==> src/rtl/exc_commit_seq.sv <==
// rtl/exc_commit_seq.sv - commit-stage precise exception / ERET sequencer
module exc_commit_seq #(
  parameter logic [31:0] EXC_BASE    = 32'hBFC00380,
  parameter logic [31:0] REFILL_BASE = 32'hBFC00200
) (
  input  logic        clk,
  input  logic        resetn,
  input  logic        s0_valid,
  input  logic        s1_valid,
  input  logic        s0_exc,
  input  logic        s1_exc,
  input  logic [4:0]  s0_code,
  input  logic [4:0]  s1_code,
  input  logic [31:0] s0_pc,
  input  logic [31:0] s1_pc,
  input  logic        s0_bd,
  input  logic        s1_bd,
  input  logic        s0_badva_v,
  input  logic        s1_badva_v,
  input  logic [31:0] s0_badva,
  input  logic [31:0] s1_badva,
  input  logic        s0_refill,
  input  logic        s1_refill,
  input  logic        s0_eret,
  input  logic        s1_eret,
  input  logic        int_req,
  input  logic        status_exl,
  input  logic [31:0] cp0_epc,
  input  logic        mem_busy,
  input  logic        fetch_ready,
  output logic        commit_stall,
  output logic        s1_kill,
  output logic        flush,
  output logic        cp0_exc_we,
  output logic [31:0] cp0_epc_wd,
  output logic [4:0]  cp0_code_wd,
  output logic        cp0_bd_wd,
  output logic        cp0_badva_we,
  output logic [31:0] cp0_badva_wd,
  output logic        cp0_clr_exl,
  output logic        redirect_valid,
  output logic [31:0] redirect_pc
);

  typedef enum logic [1:0] {IDLE, DRAIN, WRITE, REDIR} state_t;

  state_t      state, state_nx;
  logic [31:0] r_pc, r_badva, r_tgt;
  logic [4:0]  r_code;
  logic        r_bd, r_badva_v, r_refill, r_eret, r_exl;

  logic        win0, win1, int1, ev, sel_int, sel_exc;
  logic [31:0] sel_pc, sel_badva;
  logic [4:0]  sel_code;
  logic        sel_bd, sel_badva_v, sel_refill, sel_eret;

  // An interrupt rides on slot0 when present, else on a lone slot1, and forces code 0.
  always_comb begin
    win0    = s0_valid & (s0_exc | s0_eret | int_req);
    int1    = int_req & ~s0_valid;
    win1    = ~win0 & s1_valid & (s1_exc | s1_eret | int1);
    ev      = resetn & (state == IDLE) & (win0 | win1);
    sel_int = win0 ? int_req : int1;
    sel_exc = win0 ? s0_exc : s1_exc;
    sel_pc      = win0 ? s0_pc      : s1_pc;
    sel_bd      = win0 ? s0_bd      : s1_bd;
    sel_badva   = win0 ? s0_badva   : s1_badva;
    sel_code    = sel_int ? 5'd0 : (win0 ? s0_code : s1_code);
    sel_badva_v = ~sel_int & (win0 ? s0_badva_v : s1_badva_v);
    sel_refill  = ~sel_int & (win0 ? s0_refill  : s1_refill);
    sel_eret    = ~sel_int & ~sel_exc & (win0 ? s0_eret : s1_eret);
  end

  always_ff @(posedge clk) begin
    if (!resetn) begin
      state     <= IDLE;
      r_pc      <= '0;
      r_badva   <= '0;
      r_tgt     <= '0;
      r_code    <= '0;
      r_bd      <= 1'b0;
      r_badva_v <= 1'b0;
      r_refill  <= 1'b0;
      r_eret    <= 1'b0;
      r_exl     <= 1'b0;
    end else begin
      state <= state_nx;
      if (ev) begin
        r_pc      <= sel_pc;
        r_bd      <= sel_bd;
        r_code    <= sel_code;
        r_badva   <= sel_badva;
        r_badva_v <= sel_badva_v;
        r_refill  <= sel_refill;
        r_eret    <= sel_eret;
        r_exl     <= status_exl;
      end
      // EPC is sampled in the WRITE cycle so an ERET sees any just-completed mtc0.
      if (state == WRITE)
        r_tgt <= r_eret ? cp0_epc : ((r_refill && !r_exl) ? REFILL_BASE : EXC_BASE);
    end
  end

  always_comb begin
    state_nx       = state;
    commit_stall   = 1'b0;
    s1_kill        = 1'b0;
    flush          = 1'b0;
    cp0_exc_we     = 1'b0;
    cp0_epc_wd     = '0;
    cp0_code_wd    = '0;
    cp0_bd_wd      = 1'b0;
    cp0_badva_we   = 1'b0;
    cp0_badva_wd   = '0;
    cp0_clr_exl    = 1'b0;
    redirect_valid = 1'b0;
    redirect_pc    = '0;
    case (state)
      IDLE: begin
        if (ev) begin
          commit_stall = 1'b1;
          flush        = 1'b1;
          s1_kill      = 1'b1;
          state_nx     = mem_busy ? DRAIN : WRITE;
        end
      end
      DRAIN: begin
        commit_stall = 1'b1;
        flush        = 1'b1;
        if (!mem_busy) state_nx = WRITE;
      end
      WRITE: begin
        commit_stall = 1'b1;
        flush        = 1'b1;
        if (r_eret) begin
          cp0_clr_exl = 1'b1;
        end else begin
          cp0_exc_we   = 1'b1;
          cp0_epc_wd   = r_bd ? (r_pc - 32'd4) : r_pc;
          cp0_code_wd  = r_code;
          cp0_bd_wd    = r_bd;
          cp0_badva_we = r_badva_v;
          cp0_badva_wd = r_badva;
        end
        state_nx = REDIR;
      end
      REDIR: begin
        commit_stall   = 1'b1;
        redirect_valid = 1'b1;
        redirect_pc    = r_tgt;
        if (fetch_ready) state_nx = IDLE;
      end
      default: state_nx = IDLE;
    endcase
  end

endmodule

==> config.mk <==
export PLATFORM = sky130hd
export DESIGN_NAME = exc_commit_seq
export DESIGN_NICKNAME = d
export VERILOG_FILES = /design/src/rtl/exc_commit_seq.sv
export SDC_FILE = /design/constraint.sdc
export NUM_CORES = 1
export LEC_CHECK = 0
export ABC_AREA = 1
export BUFFER_PORTS_ARGS = -buffer_cell sky130_fd_sc_hd__buf_2
export CORE_ASPECT_RATIO = 0.8
export CORE_MARGIN = 4
export CORE_UTILIZATION = 41
export DETAILED_ROUTE_END_ITERATION = 8
export PLACE_DENSITY = 0.71
export SYNTH_ARGS = -nofsm -noshare
export SYNTH_HDL_FRONTEND = slang
export SYNTH_SLANG_ARGS = --single-unit
==> constraint.sdc <==
create_clock -name clk -period 1.8 [get_ports clk]
set_input_delay 0.09 -clock clk [delete_from_list [all_inputs] [get_ports clk]]
set_output_delay 0.09 -clock clk [all_outputs]
set_load 0.1 [all_outputs]
==> results.txt, run 1 <==
post-placement cell count: 1563
number of CTS-inserted buffers: 9
Setup violations, final: 33
Clock Sinks: 108
largest net degree at the start of global routing: 73
final worst path period share: 117%
failing checks: negative setup slack
top-count cell post-synth: nand2_1
CP max FO: 4
main area contributors after synthesis: dfxtp_1 33%, nand2_1 19%, nor2_1 12%
startpoint types: register
Worst Hold Class: in2reg
Seq/Total Area, Yosys: 33.4%
Rel. slew slack: 58.6%
Synthesis Warnings: 0
final setup TNS: -5300 ps
clk root buf: clkbuf_16
Setup crit end: cp0_epc_wd[28]
Data required, critical path: 1710 ps
FF-to-FF setup slack: 0 ps
crit path buf inv count: 1
peak supply drop: 0.779 mV
worst slack, placed: 57.5 ps
Max Fclk: 0.477 GHz
via count: 8671
clock share of power: 14.5%
status: complete, but fails checks
Remaining DRCs: 0
first-pass GRT wire length: 40.3 mm
post-synthesis compound-gate area fraction: 14.2%
synthesized cell area: 6470 µm²
stages on the worst setup path: 8
core area: 15300 µm²
share of layout cells above drive strength 1: 43.3%
total gr overflow: 0
Seq cells post-synth: 108
PwrDens: 1080 nW/µm²
Worst Path Arrival: 2010 ps
Core Util, Final: 79.5%
CP Cell Sequence: nor2_2 > nand2_4 > nor2_4 > nand4_1 > nor2_2 > nor2_2 > nor2_4 > buf_12
Worst path slowest cell: dfxtp_1
Syn Nets: 1282
row count: 40
Die ar.: 17900 µm²
antenna-violating nets left: 0
prevailing post-synth register cell: dfxtp_1
clk slew on worst S/H paths: 70 ps
Internal Power: 6.88 mW
DIE WIDTH: 148 µm
crit-path leading delay family: simple AND/OR/NAND/NOR gates
most common library cells after synthesis: 329 x nand2_1, 204 x nor2_1, 108 x dfxtp_1
slowest stage delay, CP: 370 ps
multiplexer share of the synthesized area: 0%
# IOs: 297
dpl hpwl: 18.1 mm
Adder-Cell Fraction of Synth Area: 1.16%
largest family of logic cells by synthesized area: simple AND/OR/NAND/NOR gates
gpl congestion: 0.965
Gate power share: 60.4%
number of synthesized flops with an enable pin: 0
maxcap violations: 0
Flop pwr share: 25.1%
fraction of registers with async set/reset: 0%
area delta synth->final: 87.5%
final cell count without fillers: 1652
final hold violation count: 0
Final Cell Area: 12100 µm²
detailed-route wire length per cell: 17.1 µm
FILL cells: 1019
Nets: 1629
die height: 120 µm
Synth cell types: 26
placed standard-cell area: 10400 µm²
worst hold slack: 6.94 ps
Leak: 5.24 nW
RSZ-0062 raised after global routing: yes
R2R Path End: r_pc[5]
Simple-Gate Fraction of Synth Area: 40.0%
I/O Buffers: 296
initial core utilization: 42.4%
DRT Wirelength: 28.3 mm
net switching fraction of the power: 47.6%
xor/xnor cell area share of the yosys netlist: 0.406%
CTS tree: built
Crit Path Class: reg2out
worst r2r src: state[0]
PnR Total Power: 13.1 mW
First-pass DRT Iterations: 7
Crit. Startpoint: r_pc[4]
number of global-route vias before repair: 8053
Max Slew Vio Count: 0
Post-Synthesis Cells: 1088
min Tclk post-route: 2100 ps
Reg2Reg Depth: 13
iteration-0 DRC count of the detailed router: 660
initial antenna violation count: 2
via/cell ratio: 5.25
Net Sw Power: 6.25 mW
Worst Skew: 5.94 ps
final setup margin: -298 ps
Critical Path Sink Type: primary output
clock buffer depth: 2
total track usage: 27.8%
most used cell, CP: nor2_2
Tightest Pin Transition: 621 ps
top cell type's share of synthesized area: 33.4%
later-pin clock latency in the skew report: 350 ps
mean post-synth cell area: 5.95 µm²
Yosys top cell by area: dfxtp_1
CTS H-Tree Depth: 3
-- timing repair --
| action | 4_1_cts | 5_1_grt |
|---|---|---|
| gates resized for setup | 133 | 83 |
| hold buffers | 17 | 0 |
| cloned | 2 | 5 |
| setup endpoints to repair | 55 | 106 |
| buffers inserted | 28 | 20 |
| pin swaps | 43 | 19 |
| endpoints found under the hold margin | 17 | 0 |
-- metal layers --
metal  GRT usage (%)  vias to the layer above  share of wire (%)
li1                -                     4139                  -
met5               0                        -                  0
met4            8.71                        0                3.4
met3            6.56                       83                8.3
met1            34.0                     4042                 39
met2            48.3                      407                 49
-- layout by cell type (no fill, tap or decap), drive strengths merged --
cell / instances
buf: 387
nand2: 333
nor2: 207
dfxtp: 108
nand3: 90
o21ai: 88
a21oi: 69
inv: 60
clkinvlp: 30
dlygate4sd3: 17
clkbuf: 14
o221a: 10
nand4: 7
ha: 6
nor3: 4
xor2: 3
diode: 2
clkinv: 2
nor3b: 1
o21a: 1
a31oi: 1
a22oi: 1
bufbuf: 1
-- power groups by stage --
stage	logic [mW]	clock network [mW]	registers (mW)
3_5_place_dp	6.13	0	3.24
3_3_place_gp	6.07	0	3.23
4_1_cts	6.99	1.92	3.23
2_1_floorplan	4.24	0	3.18
5_1_grt	8.35	2.00	3.33
6_report	7.93	1.91	3.29
-- final cells by class --
type                    count  area (µm²)  share of cell area, %
inverters                  86         464                   3.83
clock buffers              10         229                   1.89
diodes                      2        5.00                 0.0412
flip-flops and latches    108        2190                   18.0
multi-input cells         821        4550                   37.5
well taps                 210         263                   2.17
repair buffers            409        4390                   36.2
clock inverters             6        47.5                  0.392
-- kinds of logic (layout without fill, tap and decap cells) --
| kind of cell | Yosys count | count (layout) |
|---|---|---|
| compound gates | 170 | 170 |
| xor+xnor | 3 | 3 |
| fa+ha+maj | 6 | 6 |
| buf+inv | 159 | 511 |
| flops | 108 | 108 |
| other cells | 0 | 2 |
| simple gates | 642 | 642 |
-- flip-flops by register name (all words and copies together), names as in the netlist --
| signal | flops |
|---|---|
| r_bd | 1 |
| r_badva_v | 1 |
| r_pc | 32 |
| r_badva | 32 |
| r_code | 5 |
| r_eret | 1 |
| state | 2 |
| r_tgt | 32 |
| r_refill | 1 |
| r_exl | 1 |
-- worst min path at each step --
| stage | startpoint | to | slack (ps) | depth (start not counted) |
|---|---|---|---|---|
| after CTS | cp0_epc[27] | r_tgt[27] | 2 | 2 |
| after global placement | status_exl | r_exl | 290 | 3 |
| after global routing | cp0_epc[24] | r_tgt[24] | 1 | 2 |
| final | cp0_epc[24] | r_tgt[24] | 7 | 2 |
| after detailed placement | status_exl | r_exl | 300 | 3 |
| after floorplan | status_exl | r_exl | 200 | 2 |
(Power assumes the default switching activity.)
==> run 2, diff against run 1 <==
--- a/config.mk
+++ b/config.mk
@@ -12,6 +12,7 @@
 export CORE_UTILIZATION = 41
 export DETAILED_ROUTE_END_ITERATION = 8
 export PLACE_DENSITY = 0.71
+export RECOVER_POWER = 100
 export SYNTH_ARGS = -nofsm -noshare
 export SYNTH_HDL_FRONTEND = slang
 export SYNTH_SLANG_ARGS = --single-unit
==> results.txt, run 2 (synthesis gave the netlist of run 1 again) <==
status: complete, but fails checks
failing checks: negative setup slack
Core Util, Final: 77.0%
final setup margin: -304 ps
iteration-0 DRC count of the detailed router: 593
Worst path slowest cell: clkbuf_2
maxcap violations: 0
via/cell ratio: 5.23
CTS tree: built
die height: 120 µm
initial core utilization: 42.4%
worst r2r src: state[0]
DIE WIDTH: 148 µm
First-pass DRT Iterations: 5
number of CTS-inserted buffers: 9
# IOs: 297
Worst Skew: 7.41 ps
R2R Path End: r_pc[15]
clock buffer depth: 2
gpl congestion: 0.965
Worst Path Arrival: 2010 ps
Worst Hold Class: in2reg
detailed-route wire length per cell: 17.0 µm
Tightest Pin Transition: 631 ps
CTS H-Tree Depth: 3
min Tclk post-route: 2100 ps
Setup crit end: cp0_clr_exl
share of layout cells above drive strength 1: 43.2%
initial antenna violation count: 2
clk slew on worst S/H paths: 70 ps
PnR Total Power: 12.9 mW
final hold violation count: 0
area delta synth->final: 81.8%
RSZ-0062 raised after global routing: yes
first-pass GRT wire length: 40.3 mm
peak supply drop: 0.785 mV
Data required, critical path: 1710 ps
total track usage: 27.8%
FILL cells: 1093
Rel. slew slack: 57.9%
Critical Path Sink Type: primary output
most used cell, CP: inv_4
Nets: 1629
via count: 8645
final worst path period share: 117%
PwrDens: 1100 nW/µm²
number of global-route vias before repair: 8053
later-pin clock latency in the skew report: 340 ps
total gr overflow: 0
CP Cell Sequence: inv_4 > ha_4 > buf_4 > buf_6 > nand2_4 > inv_4 > clkbuf_2 > buf_12
FF-to-FF setup slack: -120 ps
slowest stage delay, CP: 400 ps
Clock Sinks: 108
most frequent cells in the layout: 311 x nand2_1, 188 x buf_2, 116 x nor2_1, 98 x dfxtp_1, 89 x buf_12
sequential cell area: 2190 µm²
DRT Wirelength: 28.1 mm
core area: 15300 µm²
Reg2Reg Depth: 11
largest net degree at the start of global routing: 73
Remaining DRCs: 0
Leak: 5.15 nW
Max Slew Vio Count: 0
Crit. Startpoint: state[0]
Crit Path Class: reg2out
I/O Buffers: 296
clk root buf: clkbuf_16
row count: 40
dpl hpwl: 18.1 mm
largest registers: r_badva (32), r_pc (32), r_tgt (32)
multi-input logic area: 4540 µm²
Max Fclk: 0.475 GHz
Die ar.: 17900 µm²
CP max FO: 20
antenna-violating nets left: 0
Setup violations, final: 69
startpoint types: register
most common cell after layout, fill and taps aside: nand2_1
run 2: what timing repair did:
item,CTS,global route
hold buffers,17,0
resized for setup,133,83
pin swaps,43,19
endpoints found under the setup margin,55,106
buffers inserted,28,20
cloned,2,5
endpoints found under the hold margin,17,0
run 2: area by class of cell:
class / count / area share (%)
tap: 210 / 2.23
timing repair buffer: 409 / 34.6
antenna: 2 / 0.0426
multi-input combinational: 821 / 38.6
clock buffer: 10 / 1.95
clock inverter: 6 / 0.404
sequential: 108 / 18.6
inverter: 86 / 3.50
run 2: worst min-delay path by stage:
stage                start   endpoint  cells past startpoint
2_1_floorplan   status_exl      r_exl                      2
3_3_place_gp    status_exl      r_exl                      3
3_5_place_dp    status_exl      r_exl                      3
4_1_cts        cp0_epc[27]  r_tgt[27]                      2
5_1_grt        cp0_epc[24]  r_tgt[24]                      2
6_report       cp0_epc[24]  r_tgt[24]                      2
run 2: worst max-delay path: cells and delay by family, from the launching register on:
kind / cells / cell delay, ps
AND/OR/NAND/NOR: 1 / 70
flip-flops: 1 / 350
adder cells (fa/ha/maj): 1 / 170
buffers and inverters: 6 / 1080
run 2: per-stage QoR:
step | instance area (µm²) | setup WS, ps | TNS (ps) | instances | hold slack, ps
3_3_place_gp | 10400 | 112 | 0 | 1563 | 292
5_1_grt | 11800 | -393 | -14300 | 1652 | 1.19
3_5_place_dp | 10400 | 57.5 | 0 | 1563 | 296
2_1_floorplan | 7120 | -160 | -6820 | 1088 | 200
6_report | 11800 | -304 | -7170 | 1652 | 8.98
4_1_cts | 11500 | -212 | -2860 | 1626 | 2.21
run 2: power by group:
| group | internal, mW | switching [mW] | leakage (nW) |
|---|---|---|---|
| logic | 2.87 | 4.85 | 4.12 |
| registers | 2.88 | 0.405 | 0.890 |
| clock network | 0.957 | 0.950 | 0.134 |
| total | 6.71 | 6.21 | 5.15 |
run 2: routing by layer:
metal	share of wire, %	GRT usage (%)
met1	39	34.0
met2	50	48.3
met3	8.1	6.56
met4	3.3	8.71
met5	0	0
